===== src/rtl/wall_pkg.sv =====
// ---------------------------------------------------------------------------
// wall_pkg: shared constants, FSM encoding and wall-range check. Rev 1.0
// ---------------------------------------------------------------------------
`default_nettype none

package wall_pkg;

  localparam int SCREEN_W_DEF = 160;
  localparam int SCREEN_H_DEF = 120;

  localparam logic [2:0] WALL_COLOUR       = 3'b100;
  localparam logic [2:0] BACKGROUND_COLOUR = 3'b111;

  typedef logic [2:0] state_t;
  localparam state_t ST_IDLE   = 3'd0;
  localparam state_t ST_ERASE  = 3'd1;
  localparam state_t ST_UPDATE = 3'd2;
  localparam state_t ST_DRAW   = 3'd3;
  localparam state_t ST_DONE   = 3'd4;

  // True when the right-most wall at reset still fits fully on screen.
  function automatic bit walls_fit(input int start, input int spacing, input int n_walls,
                                   input int width, input int screen_w);
    return (start + (n_walls - 1) * spacing) <= (screen_w - width);
  endfunction

endpackage

`default_nettype wire


===== src/rtl/wall_engine_if.sv =====
// ---------------------------------------------------------------------------
// wall_engine_if: game-control inputs and VGA plot/status outputs. Rev 1.0
// ---------------------------------------------------------------------------
`default_nettype none

interface wall_engine_if;
  logic       frame_tick;
  logic       enable;
  logic [6:0] bird_y;
  logic [7:0] x_out;
  logic [6:0] y_out;
  logic [2:0] colour_out;
  logic       plot;
  logic [7:0] score_out;
  logic       collide;
  logic       busy;
  logic       frame_done;

  modport master (
    input  frame_tick, enable, bird_y,
    output x_out, y_out, colour_out, plot, score_out, collide, busy, frame_done
  );

  modport slave (
    output frame_tick, enable, bird_y,
    input  x_out, y_out, colour_out, plot, score_out, collide, busy, frame_done
  );
endinterface

`default_nettype wire


===== src/rtl/lfsr8.sv =====
// ---------------------------------------------------------------------------
// lfsr8: 8-bit maximal LFSR (taps 8,6,5,4), used under WALL_RANDOM_GAP_EN. Rev 1.0
// ---------------------------------------------------------------------------
`default_nettype none

module lfsr8 #(
  parameter logic [7:0] SEED = 8'hA5
) (
  input  logic       clk,
  input  logic       reset,
  output logic [7:0] q
);

  always_ff @(posedge clk) begin
    if (reset) q <= SEED;
    else       q <= {q[6:0], q[7] ^ q[5] ^ q[4] ^ q[3]};
  end

endmodule

`default_nettype wire


===== src/rtl/wall_engine.sv =====
// ---------------------------------------------------------------------------
// wall_engine: scrolls, erases and redraws gapped walls; keeps score/collide.
// WALL_RANDOM_GAP_EN selects LFSR gap positions on wrap. Rev 1.0
// ---------------------------------------------------------------------------
`default_nettype none

module wall_engine
  import wall_pkg::*;
#(
  parameter int N_WALLS      = 2,
  parameter int WALL_WIDTH   = 10,
  parameter int WALL_SPEED   = 4,
  parameter int GAP_HEIGHT   = 40,
  parameter int WALL_X_START = 70,
  parameter int WALL_SPACING = 80,
  parameter int BIRD_X       = 40,
  parameter int BIRD_H       = 8,
  parameter int SCREEN_W     = SCREEN_W_DEF,
  parameter int SCREEN_H     = SCREEN_H_DEF
) (
  input  logic          clk,
  input  logic          reset,
  wall_engine_if.master bus
);

  localparam int IW      = (N_WALLS > 1) ? $clog2(N_WALLS) : 1;
  localparam int GAP_MAX = SCREEN_H - GAP_HEIGHT;

  if (!walls_fit(WALL_X_START, WALL_SPACING, N_WALLS, WALL_WIDTH, SCREEN_W)) begin : g_range_check
    $error("wall_engine: initial wall positions exceed the screen width");
  end

  state_t        state;
  logic [IW-1:0] idx, next_idx;
  logic [7:0]    wall_x [N_WALLS];
  logic [6:0]    gap_y  [N_WALLS];
  logic [7:0]    xo, nxo;
  logic [6:0]    yc, nyc;
  logic          last_px, wrap, hit;
  logic [7:0]    new_x;
  logic [6:0]    new_gap, next_gap;

`ifdef WALL_RANDOM_GAP_EN
  logic [7:0] lfsr_q;
  lfsr8 #(.SEED(8'hA5)) u_lfsr (.clk(clk), .reset(reset), .q(lfsr_q));
  // Fold 0..127 into 0..GAP_MAX so the whole gap stays on screen.
  always_comb begin
    next_gap = lfsr_q[6:0];
    if (lfsr_q[6:0] > 7'(GAP_MAX)) next_gap = lfsr_q[6:0] - 7'(GAP_MAX + 1);
  end
`else
  assign next_gap = 7'd40;
`endif

  function automatic logic [2:0] draw_colour(input logic [6:0] y, input logic [6:0] gap);
    if (y >= gap && {1'b0, y} < ({1'b0, gap} + 8'(GAP_HEIGHT))) return BACKGROUND_COLOUR;
    return WALL_COLOUR;
  endfunction

  // Column-major scan: y is the inner counter.
  always_comb begin
    if (yc == 7'(SCREEN_H - 1)) begin
      nyc = '0;
      nxo = xo + 8'd1;
    end else begin
      nyc = yc + 7'd1;
      nxo = xo;
    end
    last_px  = (xo == 8'(WALL_WIDTH - 1)) && (yc == 7'(SCREEN_H - 1));
    next_idx = idx + IW'(1);
    wrap     = wall_x[idx] < 8'(WALL_SPEED);
    new_x    = wrap ? 8'(SCREEN_W - WALL_WIDTH) : wall_x[idx] - 8'(WALL_SPEED);
    new_gap  = wrap ? next_gap : gap_y[idx];
  end

  always_comb begin
    hit = 1'b0;
    for (int i = 0; i < N_WALLS; i++) begin
      if ({1'b0, wall_x[i]} <= 9'(BIRD_X) &&
          9'(BIRD_X) < ({1'b0, wall_x[i]} + 9'(WALL_WIDTH)) &&
          (bus.bird_y < gap_y[i] ||
           ({1'b0, bus.bird_y} + 8'(BIRD_H)) > ({1'b0, gap_y[i]} + 8'(GAP_HEIGHT))))
        hit = 1'b1;
    end
  end

  // Outputs are registered one pixel ahead: each edge loads the pixel shown next cycle.
  always_ff @(posedge clk) begin
    if (reset) begin
      state          <= ST_IDLE;
      idx            <= '0;
      xo             <= '0;
      yc             <= '0;
      bus.x_out      <= '0;
      bus.y_out      <= '0;
      bus.colour_out <= BACKGROUND_COLOUR;
      bus.plot       <= 1'b0;
      bus.score_out  <= '0;
      bus.collide    <= 1'b0;
      bus.busy       <= 1'b0;
      bus.frame_done <= 1'b0;
      for (int i = 0; i < N_WALLS; i++) begin
        wall_x[i] <= 8'(WALL_X_START + i * WALL_SPACING);
        gap_y[i]  <= 7'd40;
      end
    end else begin
      bus.frame_done <= 1'b0;
      case (state)
        ST_IDLE: begin
          if (bus.frame_tick && bus.enable) begin
            state          <= ST_ERASE;
            idx            <= '0;
            xo             <= '0;
            yc             <= '0;
            bus.busy       <= 1'b1;
            bus.plot       <= 1'b1;
            bus.x_out      <= wall_x[0];
            bus.y_out      <= '0;
            bus.colour_out <= BACKGROUND_COLOUR;
          end
        end
        ST_ERASE: begin
          if (last_px) begin
            state    <= ST_UPDATE;
            bus.plot <= 1'b0;
          end else begin
            xo        <= nxo;
            yc        <= nyc;
            bus.x_out <= wall_x[idx] + nxo;
            bus.y_out <= nyc;
          end
        end
        ST_UPDATE: begin
          wall_x[idx] <= new_x;
          gap_y[idx]  <= new_gap;
          if (!wrap && wall_x[idx] >= 8'(BIRD_X) && new_x < 8'(BIRD_X) &&
              bus.score_out != 8'hFF)
            bus.score_out <= bus.score_out + 8'd1;
          state          <= ST_DRAW;
          xo             <= '0;
          yc             <= '0;
          bus.plot       <= 1'b1;
          bus.x_out      <= new_x;
          bus.y_out      <= '0;
          bus.colour_out <= draw_colour(7'd0, new_gap);
        end
        ST_DRAW: begin
          if (!last_px) begin
            xo             <= nxo;
            yc             <= nyc;
            bus.x_out      <= wall_x[idx] + nxo;
            bus.y_out      <= nyc;
            bus.colour_out <= draw_colour(nyc, gap_y[idx]);
          end else if (idx == IW'(N_WALLS - 1)) begin
            state          <= ST_DONE;
            bus.plot       <= 1'b0;
            bus.frame_done <= 1'b1;
            bus.collide    <= hit;
          end else begin
            state          <= ST_ERASE;
            idx            <= next_idx;
            xo             <= '0;
            yc             <= '0;
            bus.x_out      <= wall_x[next_idx];
            bus.y_out      <= '0;
            bus.colour_out <= BACKGROUND_COLOUR;
          end
        end
        ST_DONE: begin
          state    <= ST_IDLE;
          bus.busy <= 1'b0;
        end
        default: state <= ST_IDLE;
      endcase
    end
  end

endmodule

`default_nettype wire

===== src/flat_wrapper.sv =====
// flat-port wrapper written by rule: the top's interface ports become plain ports
module wall_engine_flat import wall_pkg::*;
#(
  parameter int N_WALLS      = 2,
  parameter int WALL_WIDTH   = 10,
  parameter int WALL_SPEED   = 4,
  parameter int GAP_HEIGHT   = 40,
  parameter int WALL_X_START = 70,
  parameter int WALL_SPACING = 80,
  parameter int BIRD_X       = 40,
  parameter int BIRD_H       = 8,
  parameter int SCREEN_W     = SCREEN_W_DEF,
  parameter int SCREEN_H     = SCREEN_H_DEF
)
  (clk, reset, bus_frame_tick, bus_enable, bus_bird_y, bus_x_out, bus_y_out, bus_colour_out, bus_plot, bus_score_out, bus_collide, bus_busy, bus_frame_done);
  wall_engine_if bus_i ();
  input  logic clk;
  input  logic reset;
  input wire logic [$bits(bus_i.frame_tick)-1:0] bus_frame_tick;
  input wire logic [$bits(bus_i.enable)-1:0] bus_enable;
  input wire logic [$bits(bus_i.bird_y)-1:0] bus_bird_y;
  output wire logic [$bits(bus_i.x_out)-1:0] bus_x_out;
  output wire logic [$bits(bus_i.y_out)-1:0] bus_y_out;
  output wire logic [$bits(bus_i.colour_out)-1:0] bus_colour_out;
  output wire logic [$bits(bus_i.plot)-1:0] bus_plot;
  output wire logic [$bits(bus_i.score_out)-1:0] bus_score_out;
  output wire logic [$bits(bus_i.collide)-1:0] bus_collide;
  output wire logic [$bits(bus_i.busy)-1:0] bus_busy;
  output wire logic [$bits(bus_i.frame_done)-1:0] bus_frame_done;
  assign bus_i.frame_tick = bus_frame_tick;
  assign bus_i.enable = bus_enable;
  assign bus_i.bird_y = bus_bird_y;
  assign bus_x_out = bus_i.x_out;
  assign bus_y_out = bus_i.y_out;
  assign bus_colour_out = bus_i.colour_out;
  assign bus_plot = bus_i.plot;
  assign bus_score_out = bus_i.score_out;
  assign bus_collide = bus_i.collide;
  assign bus_busy = bus_i.busy;
  assign bus_frame_done = bus_i.frame_done;
  wall_engine #(.N_WALLS(N_WALLS), .WALL_WIDTH(WALL_WIDTH), .WALL_SPEED(WALL_SPEED), .GAP_HEIGHT(GAP_HEIGHT), .WALL_X_START(WALL_X_START), .WALL_SPACING(WALL_SPACING), .BIRD_X(BIRD_X), .BIRD_H(BIRD_H), .SCREEN_W(SCREEN_W), .SCREEN_H(SCREEN_H)) u_core (.clk(clk), .reset(reset), .bus(bus_i));
endmodule

===== config.mk =====
export PLATFORM = sky130hd
export DESIGN_NAME = wall_engine_flat
export DESIGN_NICKNAME = d
export VERILOG_FILES = /design/src/rtl/wall_pkg.sv /design/src/rtl/wall_engine_if.sv /design/src/rtl/lfsr8.sv /design/src/rtl/wall_engine.sv /design/src/flat_wrapper.sv
export SDC_FILE = /design/constraint.sdc
export NUM_CORES = 1
export LEC_CHECK = 0
export CAP_MARGIN = 20
export CORE_MARGIN = 2
export CORE_UTILIZATION = 35
export DETAILED_ROUTE_END_ITERATION = 10
export SYNTH_ARGS = -nofsm -noshare
export SYNTH_HDL_FRONTEND = slang
export SYNTH_SLANG_ARGS = --single-unit

===== constraint.sdc =====
create_clock -name clk -period 4.3 [get_ports clk]
set_clock_uncertainty 0.1 [all_clocks]
set_input_delay 1.075 -clock clk [delete_from_list [all_inputs] [get_ports clk]]
set_output_delay 1.075 -clock clk [all_outputs]
set_load 0.02 [all_outputs]

After elaboration in Yosys (flattened, before gate mapping)
Memories as Yosys holds them, arrays and structs flattened. A register that Yosys moved wholly into a read port is not among the register bits.
Cells that the tools add are included.
{ "word_totals": {"reg_bits": 42, "latchBits": 0, "ramBits": 30, "rom_bits": 0, "in_bits": 11, "word_cells": 153, "n_memories": 2} }
{ "classes": {"addsub": 13, "mul": 0, "n_div": 0, "n_lt_le_gt_ge": 15, "eq_ne": 13, "n_shift": 0, "mux": 67, "n_bitwise": 2, "reduce_logical": 30} }
{ "memory_table": {"columns": ["name", "words", "width", "read_ports", "rd_ports_with_merged_regs", "wr", "line", "rtl"], "rows": [
  ["u_core.wall_x", 2, 8, 4, 1, 2, "wall_engine.sv:35", "logic [7:0] wall_x [N_WALLS];"],
  ["u_core.gap_y", 2, 7, 3, 1, 2, "wall_engine.sv:36", "logic [6:0] gap_y [N_WALLS];"]
]} }
{ "ops": {"columns": ["operator", "n"], "rows": [
  ["$mux 8", 11],
  ["$pmux 8 s4", 2],
  ["$mux 7", 7],
  ["$mux 3", 11],
  ["$add 7x6->8 const B", 4],
  ["$mux 1", 30],
  ["$pmux 7 s4", 1],
  ["$add 8x4->9 const B", 2],
  ["$lt 6x9->1 const A", 2],
  ["$add 8x1->8 const B", 2],
  ["$gt 8x8->1", 2],
  ["$le 8x6->1 const B", 2],
  ["$lt 7x7->1", 2],
  ["$pmux 3 s4", 1],
  ["$reduce_and 3->1", 4],
  ["$logic_and 1x1->1", 11],
  ["$pmux 3 s3", 1],
  ["$add 7x4->8 const B", 1],
  ["$add 8x8->8", 1],
  ["$eq 8x4->1 const B", 1],
  ["$ge 8x6->1 const B", 1],
  ["$lt 1x8->1 const A", 1],
  ["$lt 7x8->1", 1],
  ["$lt 8x3->1 const B", 1],
  ["other kinds (29)", 38]
]} }

Logic depth before layout (Yosys ltp)
Gate-level depths: netlist (run 1).
{ "logic_depth": {"ltp_word": 11, "depth_mapped": 13, "mapped_depth_nobuf": 12} }

Worst setup path after synthesis (run 1)
Ideal clock, no wire load.
{ "synth_timing": {"path_kind": "register to register", "start": "register u_core.yc[0]", "end": "register u_core.bus.x_out[7]", "arrival_ps": 3067, "t_required_ps": 4083, "setup_slack_ps": 1016, "stages_incl_launch_ff": 14, "path_buffers": 1, "synth_period_minus_slack_ps": 3284, "path_cell_list": "dfxtp_1 ha_1 nand4_1 nor2_1 clkbuf_1 nor2_1 a21oi_1 ha_1 a211oi_1 o21bai_1 a2111oi_0 nor3_1 xnor2_1 a22o_1"} }
{ "synth_between": {"elab_chain_len": 5, "elab_cells_between_ends": 10, "classes_between": "add/sub (1); eq/ne (3); mux (4); reduce/logical (2)"} }
{ "synth_rtl": {"columns": ["item", "line", "rtl"], "rows": [
  ["start, declared", "wall_engine.sv:38", "logic [6:0] yc, nyc;"],
  ["start signal, assigned", "wall_engine.sv:128", "yc <= nyc;"],
  ["start signal, assigned", "wall_engine.sv:150", "yc <= nyc;"],
  ["$eq 7x7->1 (*)", "wall_engine.sv:62, wall_engine.sv:69", null],
  ["$mux 8", "wall_engine.sv:62", "if (yc == 7'(SCREEN_H - 1)) begin"],
  ["$add 8x8->8", "wall_engine.sv:129", "bus.x_out <= wall_x[idx] + nxo;"],
  ["$mux 8, on equally long branches", "wall_engine.sv:148, wall_engine.sv:123", null],
  ["$pmux 8 s4", "wall_engine.sv:108", "case (state)"],
  ["end signal, assigned", "wall_engine.sv:117", "bus.x_out <= wall_x[0];"],
  ["end signal, assigned", "wall_engine.sv:129", null],
  ["end signal, assigned", "wall_engine.sv:151", "bus.x_out <= wall_x[idx] + nxo;"],
  ["end, declared", "wall_engine_if.sv:21", "output x_out, y_out, colour_out, plot, score_out, collide, busy, frame_done"]
]} }
Every way passes the cells marked *; elsewhere a longest branch is shown, timed or not. The select of a mux whose other input is x is not followed.
A chain may end at the register's enable or synchronous reset.

==> reports/metrics.csv, run 1 <==
metric,value,unit
status,finished clean,
synthesized net count,645,
Die Wd,125,um
worst endpoint required time,4460,ps
root buf cell,clkbuf_16,
vias per cell,5.66,
Mapped Area,5140,um2
# H-tree levels,3,
Ports,41,
CTS tree,done,
"top cells by area, synth","edfxtp_1 (18%), dfxtp_1 (16%), ha_1 (13%)",
RSZ-0062 raised after global routing,false,
Syn. warnings,0,
sequential fraction of the synthesis area,33.5,%
fin. max-slew vios,0,
GPL Wtd Cong,0.969,
synthesized instance count,581,
number of synthesized flops with an enable pin,30,
Power Dens Cells,272,nW/um2
Yosys top cell area share,17.5,%
total negative slack,0,ps
Crit. End Element,register,
die area,15700,um2
dpl hpwl,10400,um
Critical Path Source Type,register,
1st-pass router iterations,5,
PostCTS Resize Cnt,0,
initial antenna violation count,0,
Post-DRT Antenna Nets,0,
Area Growth Syn to Fin,15.4,%
Synth Area in Simple Gates,20.8,%
top post-synthesis cells by count,"nor2_1 (71), ha_1 (52), dfxtp_1 (41)",
Final min period,3650,ps
clock sinks,71,
Unique masters post-synth,71,
cell with the most instances after synthesis,nor2_1,
share of cells above drive strength 1,6.14,%
number of global-route vias before repair,4239,
Detailed Route Iter0 Violations,349,
Pleak,2.19,nW
max-cap violation count,0,
Final setup violation count,0,
Initial Util,35.6,%
GRT Resource Usage Total,17.5,%
final cell count without fillers,803,
first-pass GRT wire length,22100,um
mux share of post-synthesis cell area,4.12,%
die height,125,um
Compound-Gate Fraction of Synth Area,18.3,%
area share of fa/ha/maj cells after synthesis,13.1,%
"Clk Latency, worst-skew pair",340,ps
Port Buffers,39,
async set or reset register ratio after synthesis,0,%
final core occ,41.1,%
Slew headroom,36.8,%
fin nets,678,
period utilisation layout,85.0,%
worst hold path class,register to register,
Critical Path AT,3810,ps
Post-CTS Setup Bufs,0,
total number of vias,4545,
total gr overflow,0,
largest family of logic cells by synthesized area,simple AND/OR/NAND/NOR gates,
area share of xor/xnor cells in the synthesized design,4.77,%
FP Rows,44,
worst vdd ir,0.165,mV
Crit Path Category,register to register,
Worst-Margin Slew,948,ps
placed insts,787,
number of inserted diodes,0,
crit path max fanout,14,
largest net degree at the start of global routing,48,
routed len/inst,17.0,um
total CTS buffers,9,
Tot Pwr,0.00162,W
main flop type after synthesis,dfxtp_1,
#FFs+latches synth,71,
Final Hold Fails,0,
core footprint,14400,um2
CTS Buffer Depth,2,
DRT Wirelength,13700,um
Yosys top cell by area,edfxtp_1,
post-synthesis area per instance,8.84,um2
fmax,274,MHz
DRC errors left,0,
Post-CTS Hold Buffers,0,
"CTS clk-pin slew, worst paths",60,ps
## area by class of cell
cell class	count	area, um2
Tap cell	184	230
Clock inverter	4	21.3
Inverter	37	139
Multi-Input combinational cell	450	3140
Clock buffer	12	246
Timing Repair Buffer	45	430
Sequential cell	71	1720
Fill cell	1449	8490
## state kept, by name (all words and copies together) (netlist names), named ones only
register and flops:
u_core.wall_x 16, u_core.gap_y 14, u_core.bus.score_out 8, u_core.bus.x_out 8, u_core.xo 8, u_core.yc 7
u_core.state 3, u_core.bus.busy 1, u_core.bus.collide 1, u_core.bus.colour_out 1, u_core.bus.frame_done 1, u_core.bus.plot 1
u_core.idx 1
## cells by family after synthesis
group / after synthesis
and+or+nand+nor: 211
AOI/OAI and AO/OA: 138
DFF: 71
buffers and inverters: 60
adders and majority gates: 53
xor gates and xnor gates: 28
muxes: 19
other: 1
## routing by layer
layer / global-route usage (%) / vias to the layer above / part of all wire, %
li1: - / 2219 / -
met1: 24.3 / 2174 / 46
met2: 27.5 / 133 / 47
met3: 2.91 / 19 / 5.1
met4: 6.54 / 0 / 1.7
met5: 0 / - / 0
## metrics by stage
step                hold slack [ps]  setup slack [ps]  area (um2)
finish                          391               646        5930
floorplan                       365              1020        5140
global placement                383               849        5660
detailed placement              389               807        5660
global route                    444               384        5930
CTS                             399               792        5930
## placed cells by master (no fill, tap or decap), types with 7 or more instances in the layout
cell             Yosys  layout
a211oi_1             9       9
a21oi_1             38      38
a22oi_1             11      11
clkbuf_16            0       9
clkdlybuf4s50_1      0      38
dfxtp_1             41      41
edfxtp_1            30      30
ha_1                52      52
inv_1               36      36
mux2i_1             13      13
nand2_1             36      36
nand2b_1             9       9
nand3_1             10      10
nand4_1             13      13
nor2_1              71      71
nor3_1              27      27
o21ai_0             23      23
o31ai_1              9       9
or3_1                7       7
xnor2_1             17      17
xor2_1              11      11
## critical path, stage by stage, from the launching register on
cell	delay, ps
dfxtp_1	650
buf_4	280
mux2i_1	300
ha_1	290
nor4b_1	410
o22ai_1	290
o21ai_2	180
o2111ai_2	370
or4_1	540
a21oi_1	150
## power by group
part           leakage, nW  total (W)  switching, W  internal, W
Combinational         1.45   0.000189      0.000110    0.0000784
Sequential           0.608   0.000740     0.0000209     0.000719
Clock                0.130   0.000687      0.000284     0.000402
## path summary, 6_finish.rpt
check,to,cells after the start,slack (ps),start
setup / recovery,u_core.bus.score_out[7],9,650,register
setup reg to reg,u_core.bus.score_out[7],9,650,register
hold / removal,u_core.bus.x_out[5],2,390,u_core.bus.x_out[5]
hold reg to reg,u_core.bus.x_out[5],2,390,u_core.bus.x_out[5]
No activity file was read; power rests on OpenSTA's default activity.
==> run 2: changes to the inputs <==
==> constraint.sdc (replaced) <==
create_clock -name clk -period 3.53 [get_ports clk]
set_clock_uncertainty 0.1 [all_clocks]
set_input_delay 0.8825 -clock clk [delete_from_list [all_inputs] [get_ports clk]]
set_output_delay 0.8825 -clock clk [all_outputs]
set_load 0.02 [all_outputs]
==> reports/metrics.csv, run 2 (same netlist as run 1, synthesis figures left out) <==
metric,value,unit,change
Initial Util,35.6,%,unchanged
Ports,41,,unchanged
CTS tree,done,,
final cell count without fillers,816,,+1.6%
Post-CTS Setup Bufs,0,,unchanged
1st-pass router iterations,5,,unchanged
most frequent cells in the layout,"nor2_1 (71), ha_1 (51), dfxtp_1 (41)",,
GRT Resource Usage Total,17.9,%,+0.37 points
worst endpoint required time,3660,ps,-800 ps
die area,15700,um2,unchanged
final worst slack,242,ps,-404 ps
DRT Wirelength,13800,um,+1.3%
Worst-Margin Slew,988,ps,+40.1 ps
Register Area,1720,um2,unchanged
pre-CTS setup slack,225,ps,-581 ps
DRC errors left,0,,unchanged
initial antenna violation count,0,,unchanged
period utilisation layout,93.2,%,+8.2 points
"Cell Area, Placed",5760,um2,+1.7%
clock sinks,71,,unchanged
CTS Buffer Depth,2,,unchanged
Fill cells,1437,,-0.83%
Detailed Route Iter0 Violations,265,,-24%
GPL Wtd Cong,0.988,,+2.0%
largest net degree at the start of global routing,28,,-42%
worst vdd ir,0.199,mV,+21%
fin. max-slew vios,0,,unchanged
die height,125,um,unchanged
core footprint,14400,um2,unchanged
Multi-input gate area,3150,um2,+0.36%
Critical Path AT,3420,ps,-390 ps
Critical Path Source Type,register,,
Crit Path Category,register to register,,
Slew headroom,34.1,%,-2.7 points
"Clk Latency, worst-skew pair",340,ps,about the same
root buf cell,clkbuf_16,,
Final min period,3290,ps,-366 ps
Die Wd,125,um,unchanged
fin nets,691,,+1.9%
Power Dens Cells,338,nW/um2,+24%
post-route cell area,6070,um2,+2.3%
"CTS clk-pin slew, worst paths",60,ps,about the same
max reg flops,16,,unchanged
Post-DRT Antenna Nets,0,,unchanged
crit path max fanout,6,,-8
routed len/inst,17.0,um,-0.36%
Area Growth Syn to Fin,18.1,%,
FP Rows,44,,unchanged
number of global-route vias before repair,4436,,+4.6%
dpl hpwl,10600,um,+1.4%
# H-tree levels,3,,unchanged
Port Buffers,39,,unchanged
Final Hold Fails,0,,unchanged
registers with the most flip-flops,"u_core.wall_x (16), u_core.gap_y (14)",,
"leading cell type in the layout, fill and taps excluded",nor2_1,,
total negative slack,0,ps,unchanged
Hold WS,397,ps,+6.16 ps
placed insts,800,,+1.7%
total CTS buffers,9,,unchanged
fmax,304,MHz,+11%
Pleak,2.26,nW,+3.2%
Final setup violation count,0,,unchanged
share of cells above drive strength 1,9.02,%,+2.9 points
number of inserted diodes,0,,unchanged
vias per cell,5.57,,-1.5%
worst hold path class,register to register,,
status,finished clean,,
first-pass GRT wire length,22800,um,+2.9%
Crit. End Element,register,,
total number of vias,4549,,+0.088%
max-cap violation count,0,,unchanged
total gr overflow,0,,unchanged
largest reg by FF count,u_core.wall_x,,
## run 2: cell types whose count changed in the layout (fill, tap and decap cells not counted), sizes merged
cell	change
buf	+13
bufinv	+1
clkinvlp	+1
inv	+1
clkbuf	-3
## run 2: path summary, 6_finish.rpt
path | start | end | slack (ps) | cells past startpoint
setup / recovery | u_core.yc[0] | u_core.bus.x_out[6] | 240 | 12
hold / removal | u_core.bus.x_out[5] | u_core.bus.x_out[5] | 400 | 2
setup reg to reg | u_core.yc[0] | u_core.bus.x_out[6] | 240 | 12
hold reg to reg | u_core.bus.x_out[5] | u_core.bus.x_out[5] | 400 | 2
## run 2: repair_timing
item / in CTS / in global routing
hold buffers: 0 / 0
endpoints found under the setup margin: 0 / 3
endpoints found under the hold margin: 0 / 0
resized for setup: 0 / 3
## run 2: worst max-delay path, stage by stage (launching register included)
cell and delay, ps:
dfxtp_1 410, ha_2 280, and4_1 240, nand2_1 120, xnor2_1 170, ha_1 260, fa_1 460, a211oi_1 300
o21bai_1 120, a21oi_1 200, xor2_1 170, o221ai_1 130, a32o_1 220
## run 2: per-layer routing
| layer | GRT usage [%] | share of wire (%) |
|---|---|---|
| met1 | 24.0 | 46 |
| met3 | 3.59 | 4.7 |
| met5 | 0 | 0 |
| met2 | 29.0 | 48 |
| met4 | 5.88 | 1.5 |
## run 2: power breakdown
group | switching [W] | total (W) | internal (W)
sequential | 0.0000229 | 0.000898 | 0.000875
combinational | 0.000140 | 0.000241 | 0.000101
clock | 0.000367 | 0.000915 | 0.000548
## run 2: area by class of cell
class | count | area share, %
Clock buffer | 9 | 3.71
Tap cell | 184 | 3.79
Multi-Input combinational cell | 450 | 51.9
Inverter | 37 | 2.29
Sequential cell | 71 | 28.4
Timing Repair Buffer | 58 | 8.70
Clock inverter | 7 | 1.20
## run 2: metrics by stage
stage          utilization (%)  power [W]
2_1_floorplan                -    0.00106
3_3_place_gp              39.9    0.00115
4_1_cts                   42.0    0.00208
6_report                  42.1    0.00205
3_5_place_dp              39.9    0.00116
5_1_grt                   42.1    0.00214
==> run 3: changes to the inputs <==
--- a/config.mk
+++ b/config.mk
@@ -9,6 +9,7 @@
 export CORE_MARGIN = 2
 export CORE_UTILIZATION = 35
 export DETAILED_ROUTE_END_ITERATION = 10
+export GPL_TIMING_DRIVEN = 1
 export SYNTH_ARGS = -nofsm -noshare
 export SYNTH_HDL_FRONTEND = slang
 export SYNTH_SLANG_ARGS = --single-unit
==> results of run 3 <==
Same layout as run 2: the final DEF is identical, and so are final timing and power.
